$ cat config.mk
export PLATFORM = sky130hd
export DESIGN_NAME = switch_allocator
export DESIGN_NICKNAME = d
export VERILOG_FILES = /design/src/rtl/switch_allocator.sv
export SDC_FILE = /design/constraint.sdc
export NUM_CORES = 1
export LEC_CHECK = 0
export BUFFER_PORTS_ARGS = -buffer_cell sky130_fd_sc_hd__buf_4
export CAP_MARGIN = 20
export CORE_UTILIZATION = 29
export DETAILED_ROUTE_END_ITERATION = 12
export PLACE_DENSITY = 0.47
export SLEW_MARGIN = 20
export SYNTH_ARGS = -nofsm -noshare
export SYNTH_HDL_FRONTEND = slang
export SYNTH_SLANG_ARGS = --single-unit
export TNS_END_PERCENT = 5
$ cat constraint.sdc
create_clock -name clk -period 7.9 [get_ports clk]
set_input_delay 0 -clock clk [delete_from_list [all_inputs] [get_ports clk]]
set_output_delay 0 -clock clk [all_outputs]
set_load 0.1 [all_outputs]
$ cat src/rtl/switch_allocator.sv
// switch_allocator: output-side stage of the router.
// Each output is arbitrated round-robin among its requesting inputs.
// The winner is held for the whole packet, from head flit to tail flit.
// Downstream credits are tracked per output VC.
// Winning flits are registered onto the router outputs.
module switch_allocator #(
  parameter int PORTS     = 5,
  parameter int VC_NUM    = 4,
  parameter int FLIT_SIZE = 32,
  parameter int BUF_DEPTH = 4,
  parameter int PB        = 3,
  parameter int VB        = 2
) (
  input  logic                        clk,
  input  logic                        reset,
  input  logic [PORTS*FLIT_SIZE-1:0]  in_flit,
  input  logic [PORTS-1:0]            in_valid,
  input  logic [PORTS*PB-1:0]         in_dest,
  input  logic [PORTS*VB-1:0]         in_vc,
  output logic [PORTS-1:0]            in_grant,
  input  logic [PORTS*VC_NUM-1:0]     credit_in,
  output logic [PORTS*FLIT_SIZE-1:0]  out_flit,
  output logic [PORTS-1:0]            out_valid,
  output logic [PORTS*VB-1:0]         out_vc
);

  localparam int CW = $clog2(BUF_DEPTH + 1);

  localparam logic [1:0] T_SINGLE = 2'b00;
  localparam logic [1:0] T_HEAD   = 2'b01;
  localparam logic [1:0] T_BODY   = 2'b10;
  localparam logic [1:0] T_TAIL   = 2'b11;

  logic                 lock_q   [PORTS];
  logic [PB-1:0]        owner_q  [PORTS];
  logic [PB-1:0]        rr_q     [PORTS];
  logic [CW-1:0]        credit_q [PORTS][VC_NUM];

  logic [FLIT_SIZE-1:0] flit_a   [PORTS];
  logic [1:0]           type_a   [PORTS];
  logic [PB-1:0]        dest_a   [PORTS];
  logic [VB-1:0]        vc_a     [PORTS];

  logic [PORTS-1:0]     cand     [PORTS];
  logic                 win_any  [PORTS];
  logic [PB-1:0]        win_idx  [PORTS];
  logic [VC_NUM-1:0]    send_vc  [PORTS];

  // Split the flat input buses into per-input fields
  always_comb begin
    for (int i = 0; i < PORTS; i++) begin
      flit_a[i] = in_flit[i*FLIT_SIZE +: FLIT_SIZE];
      type_a[i] = in_flit[i*FLIT_SIZE + FLIT_SIZE - 1 -: 2];
      dest_a[i] = in_dest[i*PB +: PB];
      vc_a[i]   = in_vc[i*VB +: VB];
    end
  end

  // Eligibility: a free output takes packet starts; a locked one takes only its owner's continuation
  always_comb begin
    for (int o = 0; o < PORTS; o++) begin
      cand[o] = '0;
      for (int i = 0; i < PORTS; i++) begin
        cand[o][i] = in_valid[i]
                  && (dest_a[i] == PB'(o))
                  && (int'(vc_a[i]) < VC_NUM)
                  && (credit_q[o][vc_a[i]] != '0)
                  && (lock_q[o] ? ((owner_q[o] == PB'(i)) &&
                                   ((type_a[i] == T_BODY) || (type_a[i] == T_TAIL)))
                                : ((type_a[i] == T_SINGLE) || (type_a[i] == T_HEAD)));
      end
    end
  end

  // Round-robin pick per output, scanning upward from the pointer
  always_comb begin
    int idx;
    idx = 0;
    for (int o = 0; o < PORTS; o++) begin
      win_any[o] = 1'b0;
      win_idx[o] = '0;
      for (int k = 0; k < PORTS; k++) begin
        idx = (int'(rr_q[o]) + k) % PORTS;
        if (!win_any[o] && cand[o][idx]) begin
          win_any[o] = 1'b1;
          win_idx[o] = PB'(idx);
        end
      end
    end
  end

  // Grants back to the inputs and the VC consumed on each output this cycle
  always_comb begin
    in_grant = '0;
    for (int o = 0; o < PORTS; o++) begin
      send_vc[o] = '0;
      if (win_any[o]) begin
        in_grant[win_idx[o]]       = 1'b1;
        send_vc[o][vc_a[win_idx[o]]] = 1'b1;
      end
    end
  end

  // Output registers plus the per-output lock, owner and round-robin pointer
  always_ff @(posedge clk or negedge reset) begin
    if (!reset) begin
      out_flit  <= '0;
      out_valid <= '0;
      out_vc    <= '0;
      for (int o = 0; o < PORTS; o++) begin
        lock_q[o]  <= 1'b0;
        owner_q[o] <= '0;
        rr_q[o]    <= '0;
      end
    end else begin
      for (int o = 0; o < PORTS; o++) begin
        out_valid[o] <= win_any[o];
        if (win_any[o]) begin
          out_flit[o*FLIT_SIZE +: FLIT_SIZE] <= flit_a[win_idx[o]];
          out_vc[o*VB +: VB]                 <= vc_a[win_idx[o]];
          case (type_a[win_idx[o]])
            T_HEAD: begin
              lock_q[o]  <= 1'b1;
              owner_q[o] <= win_idx[o];
              rr_q[o]    <= PB'((int'(win_idx[o]) + 1) % PORTS);
            end
            T_SINGLE: rr_q[o] <= PB'((int'(win_idx[o]) + 1) % PORTS);
            T_TAIL:   lock_q[o] <= 1'b0;
            default:  ;
          endcase
        end
      end
    end
  end

  // Credit counters: a send and a return on the same VC cancel; returns saturate at full depth
  always_ff @(posedge clk or negedge reset) begin
    if (!reset) begin
      for (int o = 0; o < PORTS; o++)
        for (int v = 0; v < VC_NUM; v++)
          credit_q[o][v] <= CW'(BUF_DEPTH);
    end else begin
      for (int o = 0; o < PORTS; o++) begin
        for (int v = 0; v < VC_NUM; v++) begin
          if (send_vc[o][v] && !credit_in[o*VC_NUM + v])
            credit_q[o][v] <= credit_q[o][v] - CW'(1);
          else if (!send_vc[o][v] && credit_in[o*VC_NUM + v] &&
                   (credit_q[o][v] != CW'(BUF_DEPTH)))
            credit_q[o][v] <= credit_q[o][v] + CW'(1);
        end
      end
    end
  end

endmodule

==> results.sh <==
export IMPL_status="complete, but fails checks"
export IMPL_failed_checks="negative hold slack"
export IMPL_synth_seq_cells=270
export IMPL_io_pins=392
export IMPL_routedWlPerCell_um=23.8
export IMPL_die_h_um=314
export IMPL_synth_ff_type="dfrtp_1"
export IMPL_crit_type="flip-flop to primary output"
export IMPL_worst_setup_path_end_kind="primary output"
export IMPL_final_nets=4501
export IMPL_grt_overflow=0
export IMPL_path_cells="inv_2 -> ha_1 -> inv_1 -> ha_1 -> inv_1 -> ha_1 -> or3_1 -> nand3_1 -> nand2_1 -> ha_1 -> nor2b_1 -> o32a_1 -> mux2i_1 -> or3_1 -> a31o_1 -> a2111oi_4 -> a21oi_4 -> inv_1 -> buf_4 -> or2_2 -> o22ai_1 -> nor3_1 -> o21ai_0 -> buf_4"
export IMPL_worst_slew_pin_slew_ns=1.13
export IMPL_cpMostUsedCell="ha_1"
export IMPL_slew_headroom=0.235
export IMPL_hold_path_class="input port to asynchronous set/reset pin"
export IMPL_cp_slowest_cell="or2_2"
export IMPL_grt_pass1_vias=29300
export IMPL_postRouteWirelength_mm=130
export IMPL_track_usage=0.255
export IMPL_report_final_slew_viol_count=0
export IMPL_tritoncts="built"
export IMPL_die_area_mm2=0.0983
export IMPL_h_tree_depth=2
export IMPL_grt_pass1_wl_mm=191
export IMPL_initial_core_util=0.295
export IMPL_cp_required_ns=7.90
export IMPL_gp_congestion=0.914
export IMPL_finalSetupViolations=0
export IMPL_async_reset_ff_frac=1.00
export IMPL_rows=113
export IMPL_tns_ns=0
export IMPL_dr_pass1_iters=9
export IMPL_slowest_delay_ns=0.69
export IMPL_clock_latency_ns=0.62
export IMPL_arrival_ns=7.46
export IMPL_clkSinkCount=270
export IMPL_syn_nets=3932
export IMPL_startpoint_type="flip-flop"
export IMPL_clockBufferDepth=3
export IMPL_io_buffers=391
export IMPL_cts_root_buf="clkbuf_16"
export IMPL_yosysUniqueCellTypes=119
export IMPL_postSynthCellCount=3601
export IMPL_clk_pin_slew_ns=0.06
export IMPL_vias_per_cell=5.70
export IMPL_drive_gt1_frac=0.175
export IMPL_dieWidth_um=314
export IMPL_antenna_found_initial=18
export IMPL_holdWs_ns=-0.0253
export IMPL_finalHoldViolCount=14
export IMPL_drcViolationCount=0
export IMPL_max_freq_mhz=134
export IMPL_fin_crit_ns=7.46
export IMPL_synth_edff_count=0
export IMPL_max_cap_viol_count=0
export IMPL_syn_area_mm2=0.0282
export IMPL_core_area_mm2=0.0956
export IMPL_critPathMaxFanout=26
export IMPL_cts_buffers=40
export IMPL_drt_iter0_markers=2593
export IMPL_final_antenna_net_count=0
export IMPL_hpwlAfterDp_mm=91.9
export IMPL_area_growth_pct=30.8
export IMPL_fin_skew_ns=0.0363
export IMPL_grt_max_degree=136
export IMPL_rsz0062_at_grt="false"
export IMPL_dr_total_vias=31200
export IMPL_min_period_over_period=0.944
export IMPL_yosysWarnings=0
export IMPL_synth_seq_area_share=0.241
export IMPL_postSynthAreaPerCell_um2=7.82
-- state kept, by name (all words and copies together) (netlist names) --
register,flops
credit_q,60
lock_q,5
out_flit,160
out_valid,5
out_vc,10
owner_q,15
rr_q,15
-- metrics by stage --
step                      setup WS, ns  cells  hold WS, ns  instance area (um^2)   util
after global placement           0.836   5104       0.0776                 32500  0.340
after CTS                        0.169   5467     0.000147                 36800  0.385
final                            0.444   5471      -0.0253                 36800  0.385
after floorplan                  0.622   3601       -0.296                 28200      -
after detailed placement         0.772   5104       0.0793                 32500  0.340
after global routing            0.0216   5471       0.0498                 36800  0.385
-- routing by layer --
| layer | vias up | part of all wire | GRT usage |
|---|---|---|---|
| met1 | 15200 | 0.43 | 0.333 |
| met4 | 28 | 0.041 | 0.101 |
| li1 | 14500 | - | - |
| met2 | 1216 | 0.45 | 0.409 |
| met3 | 235 | 0.079 | 0.0535 |
| met5 | - | 0.0014 | 0 |
-- what timing repair did --
item                                    CTS  global route
hold buffers                            289             0
endpoints found under the hold margin   302             0
gates resized for setup                   0             7
endpoints found under the setup margin    0            13
setup buffers                             0             0
-- final timing paths --
| path | start | slack, ns | end | cells after the start |
|---|---|---|---|---|
| setup reg to reg | rr_q[12] | 0.45 | out_flit[9] | 27 |
| hold / removal | reset | -0.03 | out_flit[148] | 2 |
| setup / recovery | rr_q[4] | 0.44 | in_grant[0] | 24 |
| min in group clk | in_flit[12] | 0.03 | out_flit[108] | 5 |
| hold reg to reg | out_flit[31] | 0.47 | out_flit[31] | 2 |
| max in group asynchronous | reset | 6.58 | rr_q[7] | 3 |
-- area by class of cell --
type                            count  area, um^2
Timing Repair Buffer              772        6570
Fill cell                       10000       58700
Tap cell                         1265        1580
Inverter                          217         815
Clock buffer                       55        1170
Clock inverter                     19         243
Antenna cell                        4        10.0
Multi-Input combinational cell   2869       19700
Sequential cell                   270        6780
-- layout by cell type, fill, tap and decap left out, types with 100 or more instances in the layout --
cell type	n
a21oi_1	344
buf_4	477
dfrtp_1	249
dlygate4sd3_1	289
inv_1	199
mux2i_1	240
nand2_1	241
nand3_1	100
nor2_1	435
o21ai_0	165
-- synthesized netlist by cell type, types with 20 or more instances --
| cell type | number | area share |
|---|---|---|
| dfstp_2 | 20 | 0.019 |
| fa_1 | 20 | 0.014 |
| a211oi_1 | 25 | 0.0067 |
| a222oi_1 | 20 | 0.0071 |
| nand2_1 | 241 | 0.032 |
| buf_2 | 44 | 0.0078 |
| a211o_1 | 25 | 0.0078 |
| nand3_1 | 100 | 0.018 |
| o211ai_1 | 72 | 0.019 |
| a21o_1 | 43 | 0.011 |
| o2111ai_1 | 21 | 0.0065 |
| a221oi_1 | 26 | 0.0081 |
| dfrtp_1 | 250 | 0.22 |
| nand2b_1 | 47 | 0.010 |
| nor3_1 | 77 | 0.014 |
| a2111oi_0 | 36 | 0.011 |
| inv_1 | 202 | 0.027 |
| clkbuf_1 | 171 | 0.023 |
| o221ai_1 | 22 | 0.0068 |
| a21oi_1 | 344 | 0.061 |
| mux2_2 | 67 | 0.027 |
| buf_1 | 24 | 0.0032 |
| a22oi_1 | 43 | 0.011 |
| mux2i_1 | 240 | 0.085 |
| a31oi_1 | 23 | 0.0051 |
| ha_1 | 99 | 0.044 |
| o21a_1 | 33 | 0.0088 |
| a22o_1 | 25 | 0.0078 |
| nor2_1 | 438 | 0.058 |
| and2_1 | 23 | 0.0051 |
| or3_1 | 39 | 0.0087 |
| o22ai_1 | 74 | 0.016 |
| and3_1 | 29 | 0.0064 |
| nor2b_1 | 36 | 0.0080 |
| nor4_1 | 23 | 0.0051 |
| o21ai_0 | 166 | 0.030 |
| xnor2_1 | 54 | 0.017 |
-- worst max-delay path: cells and delay by family, from the launching register on --
kind            cells  cell delay [ns]
mux                 1             0.14
fa+ha+maj           4             1.17
simple gates        7             2.18
compound gates      6             1.51
buf+inv             6             1.28
flops               1             0.48
-- kinds of logic after synthesis --
logic type,after synthesis,synth area share
AOI/OAI and AO/OA,1162,0.280
xor gates and xnor gates,64,0.0199
adders and majority gates,119,0.0582
buffers and inverters,462,0.0647
DFF,270,0.241
muxes,328,0.127
and+or+nand+nor,1196,0.210
Power is not shown: default switching activity piles up to over one toggle a cycle in this logic, so the estimate is an artifact.
